<file path="config.mk">
export PLATFORM = sky130hd
export DESIGN_NAME = mptw_mem_req_arbiter
export DESIGN_NICKNAME = d
export VERILOG_FILES = /design/src/rtl/mptw_mem_req_arbiter.sv
export SDC_FILE = /design/constraint.sdc
export NUM_CORES = 1
export LEC_CHECK = 0
export ABC_CLOCK_PERIOD_IN_PS = 4850
export CAP_MARGIN = 20
export CORE_AREA = 2 2 168 170
export DETAILED_ROUTE_END_ITERATION = 8
export DIE_AREA = 0 0 170 172
export GPL_TIMING_DRIVEN = 0
export SLEW_MARGIN = 10
export SYNTH_ARGS = -nofsm -noshare
export SYNTH_HDL_FRONTEND = slang
export SYNTH_SLANG_ARGS = --single-unit
</file>
<file path="constraint.sdc">
create_clock -name clk_i -period 4.85 [get_ports clk_i]
set_clock_uncertainty 0.2 [all_clocks]
set_input_delay 1.2125 -clock clk_i [delete_from_list [all_inputs] [get_ports clk_i]]
set_output_delay 1.2125 -clock clk_i [all_outputs]
set_load 0.01 [all_outputs]
</file>
<file path="src/rtl/mptw_mem_req_arbiter.sv">
// Round-robin arbiter sharing the MPT memory read port across NUM_REQ walkers; grant -> slot in 1 cycle, responses routed combinationally.
// Backpressure: the slot holds until mem_req_ready_i; grants stall on flush, a blocked slot or MAX_OUTSTANDING in flight.
module mptw_mem_req_arbiter #(
  parameter int NUM_REQ         = 4,
  parameter int ADDR_WIDTH      = 56,
  parameter int DATA_WIDTH      = 64,
  parameter int MAX_OUTSTANDING = 4
) (
  input  logic                          clk_i,
  input  logic                          rst_i,
  input  logic [NUM_REQ-1:0]            req_valid_i,
  input  logic [NUM_REQ*ADDR_WIDTH-1:0] req_addr_i,
  output logic [NUM_REQ-1:0]            req_ready_o,
  output logic                          mem_req_valid_o,
  output logic [ADDR_WIDTH-1:0]         mem_req_addr_o,
  input  logic                          mem_req_ready_i,
  input  logic                          mem_rsp_valid_i,
  input  logic [DATA_WIDTH-1:0]         mem_rsp_data_i,
  input  logic                          mem_rsp_err_i,
  output logic [NUM_REQ-1:0]            rsp_valid_o,
  output logic [DATA_WIDTH-1:0]         rsp_data_o,
  output logic                          rsp_err_o,
  input  logic                          flush_i,
  output logic                          busy_o,
  output logic                          protocol_err_o
);

  localparam int ID_W  = $clog2(NUM_REQ);
  localparam int PTR_W = $clog2(MAX_OUTSTANDING);
  localparam int CNT_W = $clog2(MAX_OUTSTANDING + 1);
  localparam logic [ID_W:0]    NUM_REQ_X = (ID_W + 1)'(NUM_REQ);
  localparam logic [ID_W-1:0]  LAST_ID   = ID_W'(NUM_REQ - 1);
  localparam logic [CNT_W-1:0] MAX_CNT   = CNT_W'(MAX_OUTSTANDING);

  typedef struct packed {
    logic [ID_W-1:0] id;
    logic            drop;
  } id_ent_t;

  logic                  slot_vld_q;
  logic [ADDR_WIDTH-1:0] slot_addr_q;
  id_ent_t               fifo_q [MAX_OUTSTANDING];
  logic [PTR_W-1:0]      wr_ptr_q;
  logic [PTR_W-1:0]      rd_ptr_q;
  logic [CNT_W-1:0]      count_q;
  logic [ID_W-1:0]       rr_ptr_q;
  logic                  perr_q;

  logic [ADDR_WIDTH-1:0] req_addr [NUM_REQ];
  logic [ID_W:0]         scan;
  logic                  gnt_found;
  logic [ID_W-1:0]       gnt_idx;
  logic                  can_grant;
  logic                  grant;
  logic                  fifo_empty;
  logic                  pop;
  id_ent_t               head;

  for (genvar g = 0; g < NUM_REQ; g++) begin : g_addr
    assign req_addr[g] = req_addr_i[g*ADDR_WIDTH +: ADDR_WIDTH];
  end

  // Scan from rr_ptr_q upward, wrapping at NUM_REQ (which need not be a power of 2).
  always_comb begin
    scan      = '0;
    gnt_found = 1'b0;
    gnt_idx   = '0;
    for (int k = 0; k < NUM_REQ; k++) begin
      scan = {1'b0, rr_ptr_q} + (ID_W + 1)'(k);
      if (scan >= NUM_REQ_X) scan = scan - NUM_REQ_X;
      if (!gnt_found && req_valid_i[scan[ID_W-1:0]]) begin
        gnt_found = 1'b1;
        gnt_idx   = scan[ID_W-1:0];
      end
    end
  end

  // Capacity is judged on the registered count: a same-cycle pop does not free a slot.
  assign can_grant  = !flush_i && (!slot_vld_q || mem_req_ready_i) && (count_q < MAX_CNT);
  assign grant      = !rst_i && can_grant && gnt_found;
  assign fifo_empty = (count_q == '0);
  assign pop        = mem_rsp_valid_i && !fifo_empty;
  assign head       = fifo_q[rd_ptr_q];

  assign req_ready_o     = grant ? (NUM_REQ'(1) << gnt_idx) : '0;
  assign rsp_valid_o     = (!rst_i && pop && !head.drop) ? (NUM_REQ'(1) << head.id) : '0;
  assign rsp_data_o      = rst_i ? '0 : mem_rsp_data_i;
  assign rsp_err_o       = !rst_i && mem_rsp_err_i;
  assign mem_req_valid_o = slot_vld_q;
  assign mem_req_addr_o  = slot_addr_q;
  assign busy_o          = slot_vld_q || !fifo_empty;
  assign protocol_err_o  = perr_q;

  always_ff @(posedge clk_i) begin
    if (rst_i) begin
      slot_vld_q  <= 1'b0;
      slot_addr_q <= '0;
      wr_ptr_q    <= '0;
      rd_ptr_q    <= '0;
      count_q     <= '0;
      rr_ptr_q    <= '0;
      perr_q      <= 1'b0;
    end else begin
      if (grant) begin
        slot_vld_q  <= 1'b1;
        slot_addr_q <= req_addr[gnt_idx];
      end else if (mem_req_ready_i) begin
        slot_vld_q  <= 1'b0;
      end

      // Marking every entry is safe: stale entries are overwritten on push, and no push happens under flush.
      if (flush_i) begin
        for (int k = 0; k < MAX_OUTSTANDING; k++) fifo_q[k].drop <= 1'b1;
      end

      if (grant) begin
        fifo_q[wr_ptr_q] <= '{id: gnt_idx, drop: 1'b0};
        wr_ptr_q         <= wr_ptr_q + PTR_W'(1);
        rr_ptr_q         <= (gnt_idx == LAST_ID) ? '0 : gnt_idx + ID_W'(1);
      end

      if (pop) rd_ptr_q <= rd_ptr_q + PTR_W'(1);

      if (grant && !pop)      count_q <= count_q + CNT_W'(1);
      else if (!grant && pop) count_q <= count_q - CNT_W'(1);

      if (mem_rsp_valid_i && fifo_empty) perr_q <= 1'b1;
    end
  end

endmodule

</file>
**Yosys cells after proc, flatten, opt, wreduce, memory -nomap -nowiden**

Memory sizes are Yosys's and may differ from the RTL's. A register that Yosys moved wholly into a read port is not among the register bits.
Cells that the tools add are included.

- Flip-flop bits (word level): 67
- Memories kept: 1
- Input bits: 298
- Output and inout port bits: 132
- Memory bits (writable): 12

- Eq/ne operators: 1
- Mux-type cells: 42
- Order comparisons: 10
- Reduce and logical (&&, ||, !) cells: 30
- Shift-type cells: 2
- $add $sub $neg: 12
- Bitwise operators: 1

Memories:

| memory | words | bits a word | read ports | clocked after memory_dff | write ports | RTL line | RTL |
|---|---|---|---|---|---|---|---|
| fifo_q | 4 | 3 | 1 | 1 | 4 | 42 | `id_ent_t fifo_q [MAX_OUTSTANDING];` |

Operators by type and width:

| kind | number |
|---|---|
| 56-bit binary-select mux with 2-bit select | 1 |
| 56-bit 2-to-1 mux | 2 |
| 64-bit 2-to-1 mux | 1 |
| 2-bit 2-to-1 mux | 13 |
| 1-bit 2-to-1 mux | 16 |
| 1-bit logical AND | 14 |
| 3-bit greater-or-equal comparator (second input constant) | 4 |
| 2-bit by 3-bit less-than comparator with 1-bit output (second input constant) | 4 |
| 1-bit zero test | 10 |
| 3-bit 2-to-1 mux | 3 |
| 1-bit binary-select mux with 2-bit select | 4 |
| 4-bit 2-to-1 mux | 2 |
| 1-bit by 2-bit left shift with 4-bit output (first input constant) | 2 |
| 2-bit by 1-bit subtractor with 2-bit output (second input constant) | 4 |
| 2-bit by 1-bit adder with 2-bit output (second input constant) | 3 |
| 2-bit by 2-bit adder with 3-bit output (second input constant) | 2 |
| 2-bit nonzero test | 2 |
| 2-bit by 1-bit adder with 3-bit output (second input constant) | 1 |
| 3-bit by 1-bit adder with 3-bit output (second input constant) | 1 |
| 2-bit by 3-bit greater-or-equal comparator with 1-bit output (second input constant) | 1 |
| 3-bit zero test | 1 |
| 3-bit less-than comparator (second input constant) | 1 |
| 2-bit inverter with 3-bit output | 1 |
| 3-bit OR reduction | 1 |
| 3 further kinds | 4 |

**Depth between registers and ports, before layout**

Gate-level depths: netlist of the first run.

- Word-level depth: 20
- Gate-level depth with buffers: 10

**Worst setup path before layout of the first run**

OpenSTA, ideal clock, no wires.

- Kind: input-to-output
- From: input port req_valid_i[0]
- To: output port req_ready_o[0]
- Slack: 0.498 ns
- Cell stages on the path: 9
- Arrival: 2.940 ns
- Path through: and2_1 o211a_1 clkbuf_1 nor2_1 buf_2 buf_2 inv_1 ha_1 and2_1

- Word-level cells in the longest chain between the ends: 14

RTL lines:

| item | RTL line | RTL |
|---|---|---|
| from (decl) | 11 | `input logic [NUM_REQ-1:0] req_valid_i,` |
| 1-bit binary-select mux with 2-bit select | 71 | `if (!gnt_found && req_valid_i[scan[ID_W-1:0]]) begin` |
| 1-bit 2-to-1 mux (implied by the code) | 71 |  |
| 1-bit 2-to-1 mux | 71 |  |
| 1-bit zero test | 71 |  |
| 1-bit logical AND | 71 |  |
| 1-bit 2-to-1 mux | 71 |  |
| 1-bit zero test | 71 |  |
| 1-bit logical AND | 71 |  |
| 1-bit 2-to-1 mux | 71 |  |
| 1-bit zero test | 71 |  |
| 1-bit logical AND | 71 |  |
| 2-bit 2-to-1 mux / 1-bit 2-to-1 mux (equally long branches) | 71 |  |
| 1-bit by 2-bit left shift with 4-bit output / 1-bit logical AND (equally long branches) | 85, 80 |  |
| 4-bit 2-to-1 mux * | 85 | `assign req_ready_o = grant ? (NUM_REQ'(1) << gnt_idx) : '0;` |
| to (decl) | 13 | `output logic [NUM_REQ-1:0] req_ready_o,` |

Mark *: on every way between the ends. The rest lies on a longest branch, timed or not. The select of a mux whose other input is x is not followed.

**Final worst setup path of the first run**

- From: input port req_valid_i[3]
- To: output port req_ready_o[1]

Same word-level chain as after synthesis.

==> flow_summary.ini, run 1 <==
[timing]
setup_slack_ns = 0.0946
worst_slew_margin_relative_to_its_limit_pct = 38.6
tightest_slew_ns = 0.921
timing.final.crit_share_pct = 98.0
highest_attainable_clock_frequency_ghz = 0.210
timing.final.hold_violations = 0
rsz0062_at_grt = false
count_of_endpoints_failing_setup_in_the_final_report = 0
slew_viol_final = 0
min_period_ns = 4.76

[global_route]
initial_antenna_violation_count = 2
number_of_global_route_vias_before_repair = 6387
groute.usage.overall_pct = 16.6
grt_max_degree = 17
overflow_left_after_global_routing = 0
grt_first_pass_wirelength_um = 36600

[floorplanning]
core.rowCount = 61
die_area_um2 = 29200
placeableCoreArea_um2 = 27500
initial_core_util_pct = 19.6
die_width_um = 170
design.portCount = 430
die-height_um = 172

[clock_network]
clock_tree.htree_level_count = 3
path_clk_slew_ns = 0.06
clock_tree.buffer_depth = 2
post_cts_hold_buffer_count = 0
clock_network_latency_to_the_later_pin_of_the_worst_skew_pair_ns = 0.34
clock-sinks = 81
cts.root.buffer_cell = clkbuf_16
cts_inserted_buffers = 9
cts_tree = done

[job]
maxCapViolations = 0

[place]
dp.final_hpwl_um = 20600
post_dp_cell_area_um2 = 10100
dp_slack_ns = -1.50
port_buffers = 428
gpl.final_weighted_congestion = 0.856

[synthesis]
synthesis.yosys.warnings = 0
post_synth_instance_area_um2 = 5390
postSynthAreaPerCell_um2 = 8.55
synth.ff_latch_count = 81
synth-seq-area-share_pct = 31.8
leading_post_synthesis_cells_by_cell_area = dfxtp_1 (27%), mux2i_1 (11%), o211ai_2 (9.1%)
synth_cell_type_count = 42
ys.flop_type = dfxtp_1
synth_top_area_cell = dfxtp_1
syn-num-nets = 934
synth_largest_type_area_fraction_pct = 26.8
synth-async-reset-ratio_pct = 0
synth-edff-count = 9
synthCells = 630

[drt]
routed_wire_length_per_instance_um = 18.1
drt_first_pass_iters = 4
postRouteWirelength_um = 25700
postRouteAntennaNets = 0
dr_total_vias = 6385
drt_drc_violations_left = 0
detailedRoute.firstIterationViolations = 242
post_drt_via_cell_ratio = 4.48

[hold_path]
min-delay-path-class = reg2reg

[cells_and_area]
commonest_cells_after_routing_fill_and_taps_aside = clkdlybuf4s50_1 (424), dfxtp_1 (72), nor2b_1 (68)
antennaDiodeCount = 0
area_delta_synth_final_pct = 95.8
finalInstanceArea_um2 = 10500
final_common_cell = clkdlybuf4s50_1
finish.utilization_pct = 38.4
drive_above_1_share_pct = 8.16
num-nets-final = 1377

[worst_setup_path]
worstSetupPathType = in2out
worst_path_max_delay_cell = clkdlybuf4s50_1
crit_fanout = 11
timing.critical_path.cells = clkdlybuf4s50_1 > inv_2 > o211a_4 > nor2_4 > buf_12 > buf_12 > inv_1 > ha_1 > and2_1 > clkdlybuf4s50_1
crit_family = buffers and inverters
required_ns = 3.44
endpoint_kind = primary output
timing.critical_path.slowest_cell_delay_ns = 0.57
worstPathBufferInverterCount = 6
reg2reg_slack_ns = 2.13
setup.worst_path.start_class = primary input
cp.arrival_ns = 3.34

[pwr]
power_density_nw_per_um2 = 306
ir_drop_mv = 0.162
leakagePower_nw = 3.90

[run_status]
outcome = complete, no violations
## report_power, final
part	internal [mW]	total (mW)	switching, mW	leakage (nW)
sequential	0.822	0.912	0.0902	0.675
combinational	0.787	1.49	0.701	3.05
clock	0.494	0.821	0.327	0.173
## final timing paths
kind / from / cells past startpoint / end
max reg2reg: rr_ptr_q[1] / 8 / mem_req_addr_o[52]
max: req_valid_i[3] / 10 / req_ready_o[1]
min: protocol_err_o / 2 / protocol_err_o
min reg2reg: protocol_err_o / 2 / protocol_err_o
## tightest hold or removal path, cell delays in order (launching register included)
cell and delay (ns):
dfxtp_1 0.33, a21oi_1 0.04, nor2_1 0.07
## routing by layer
layer | GRT usage (%) | wire (µm) | vias to the layer above
li1 | - | - | 3123
met1 | 18.2 | 9820 | 2909
met2 | 31.3 | 13100 | 322
met3 | 5.01 | 2290 | 29
met4 | 4.27 | 485 | 2
met5 | 0 | 8 | -
## area by class of cell
class	count	area [µm²]
fillers	2828	16900
repair buffers	434	4330
multi-input cells	485	3410
flip-flops and latches	81	1710
well taps	346	433
plain buffers	54	277
clock buffers	10	250
clock inverters	6	100
inverters	8	31.3
## registers in the layout, indices dropped and copies added, names as in the netlist, named ones only
| signal | flops |
|---|---|
| rd_ptr_q | 2 |
| fifo_q | 12 |
| mem_req_valid_o | 1 |
| mem_req_addr_o | 56 |
| wr_ptr_q | 2 |
| protocol_err_o | 1 |
| count_q | 3 |
| rr_ptr_q | 2 |
## synthesized netlist by cell type (all sizes together) (2+ instances only)
master  instances
and3            3
nor2           26
buf            14
and2            5
mux2i          58
o21ai          56
xnor2           3
nor3            4
edfxtp          9
a21o           55
xor2            3
nand2          60
nor4            2
nand3          55
nor2b          68
dfxtp          72
o211ai         56
clkbuf         42
a21oi           4
ha              5
nand2b          6
mux4            4
inv             7
## kinds of logic after synthesis
logic type	synth area share, %
AOI/OAI and AO/OA	25.8
xor gates and xnor gates	0.976
adders and majority gates	1.53
buffers and inverters	5.30
DFF	31.8
muxes	12.5
and+or+nand+nor	22.2
## timing repair
item                       in CTS  in global routing
setup endpoints to repair       4                  1
buffers inserted                4                  1
resized for setup              18                  1
pin swaps                       3                  1
## stage by stage
stage | std cells | power (mW) | TNS, ns | hold slack, ns
finish | 1424 | 3.22 | 0 | 0.268
CTS | 1423 | 3.28 | 0 | 0.273
global placement | 1404 | 2.39 | -5.70 | 0.245
detailed placement | 1405 | 2.40 | -5.83 | 0.256
floorplan | 630 | 1.63 | 0 | 0.235
global route | 1424 | 3.43 | 0 | 0.296
No activity file was read; power rests on OpenSTA's default activity.
==> run 2: changes to the inputs <==
CTS_CLUSTER_SIZE = 14   (was unset)
==> results of run 2 <==
No change in the layout: final DEF, timing and power equal those of run 1.
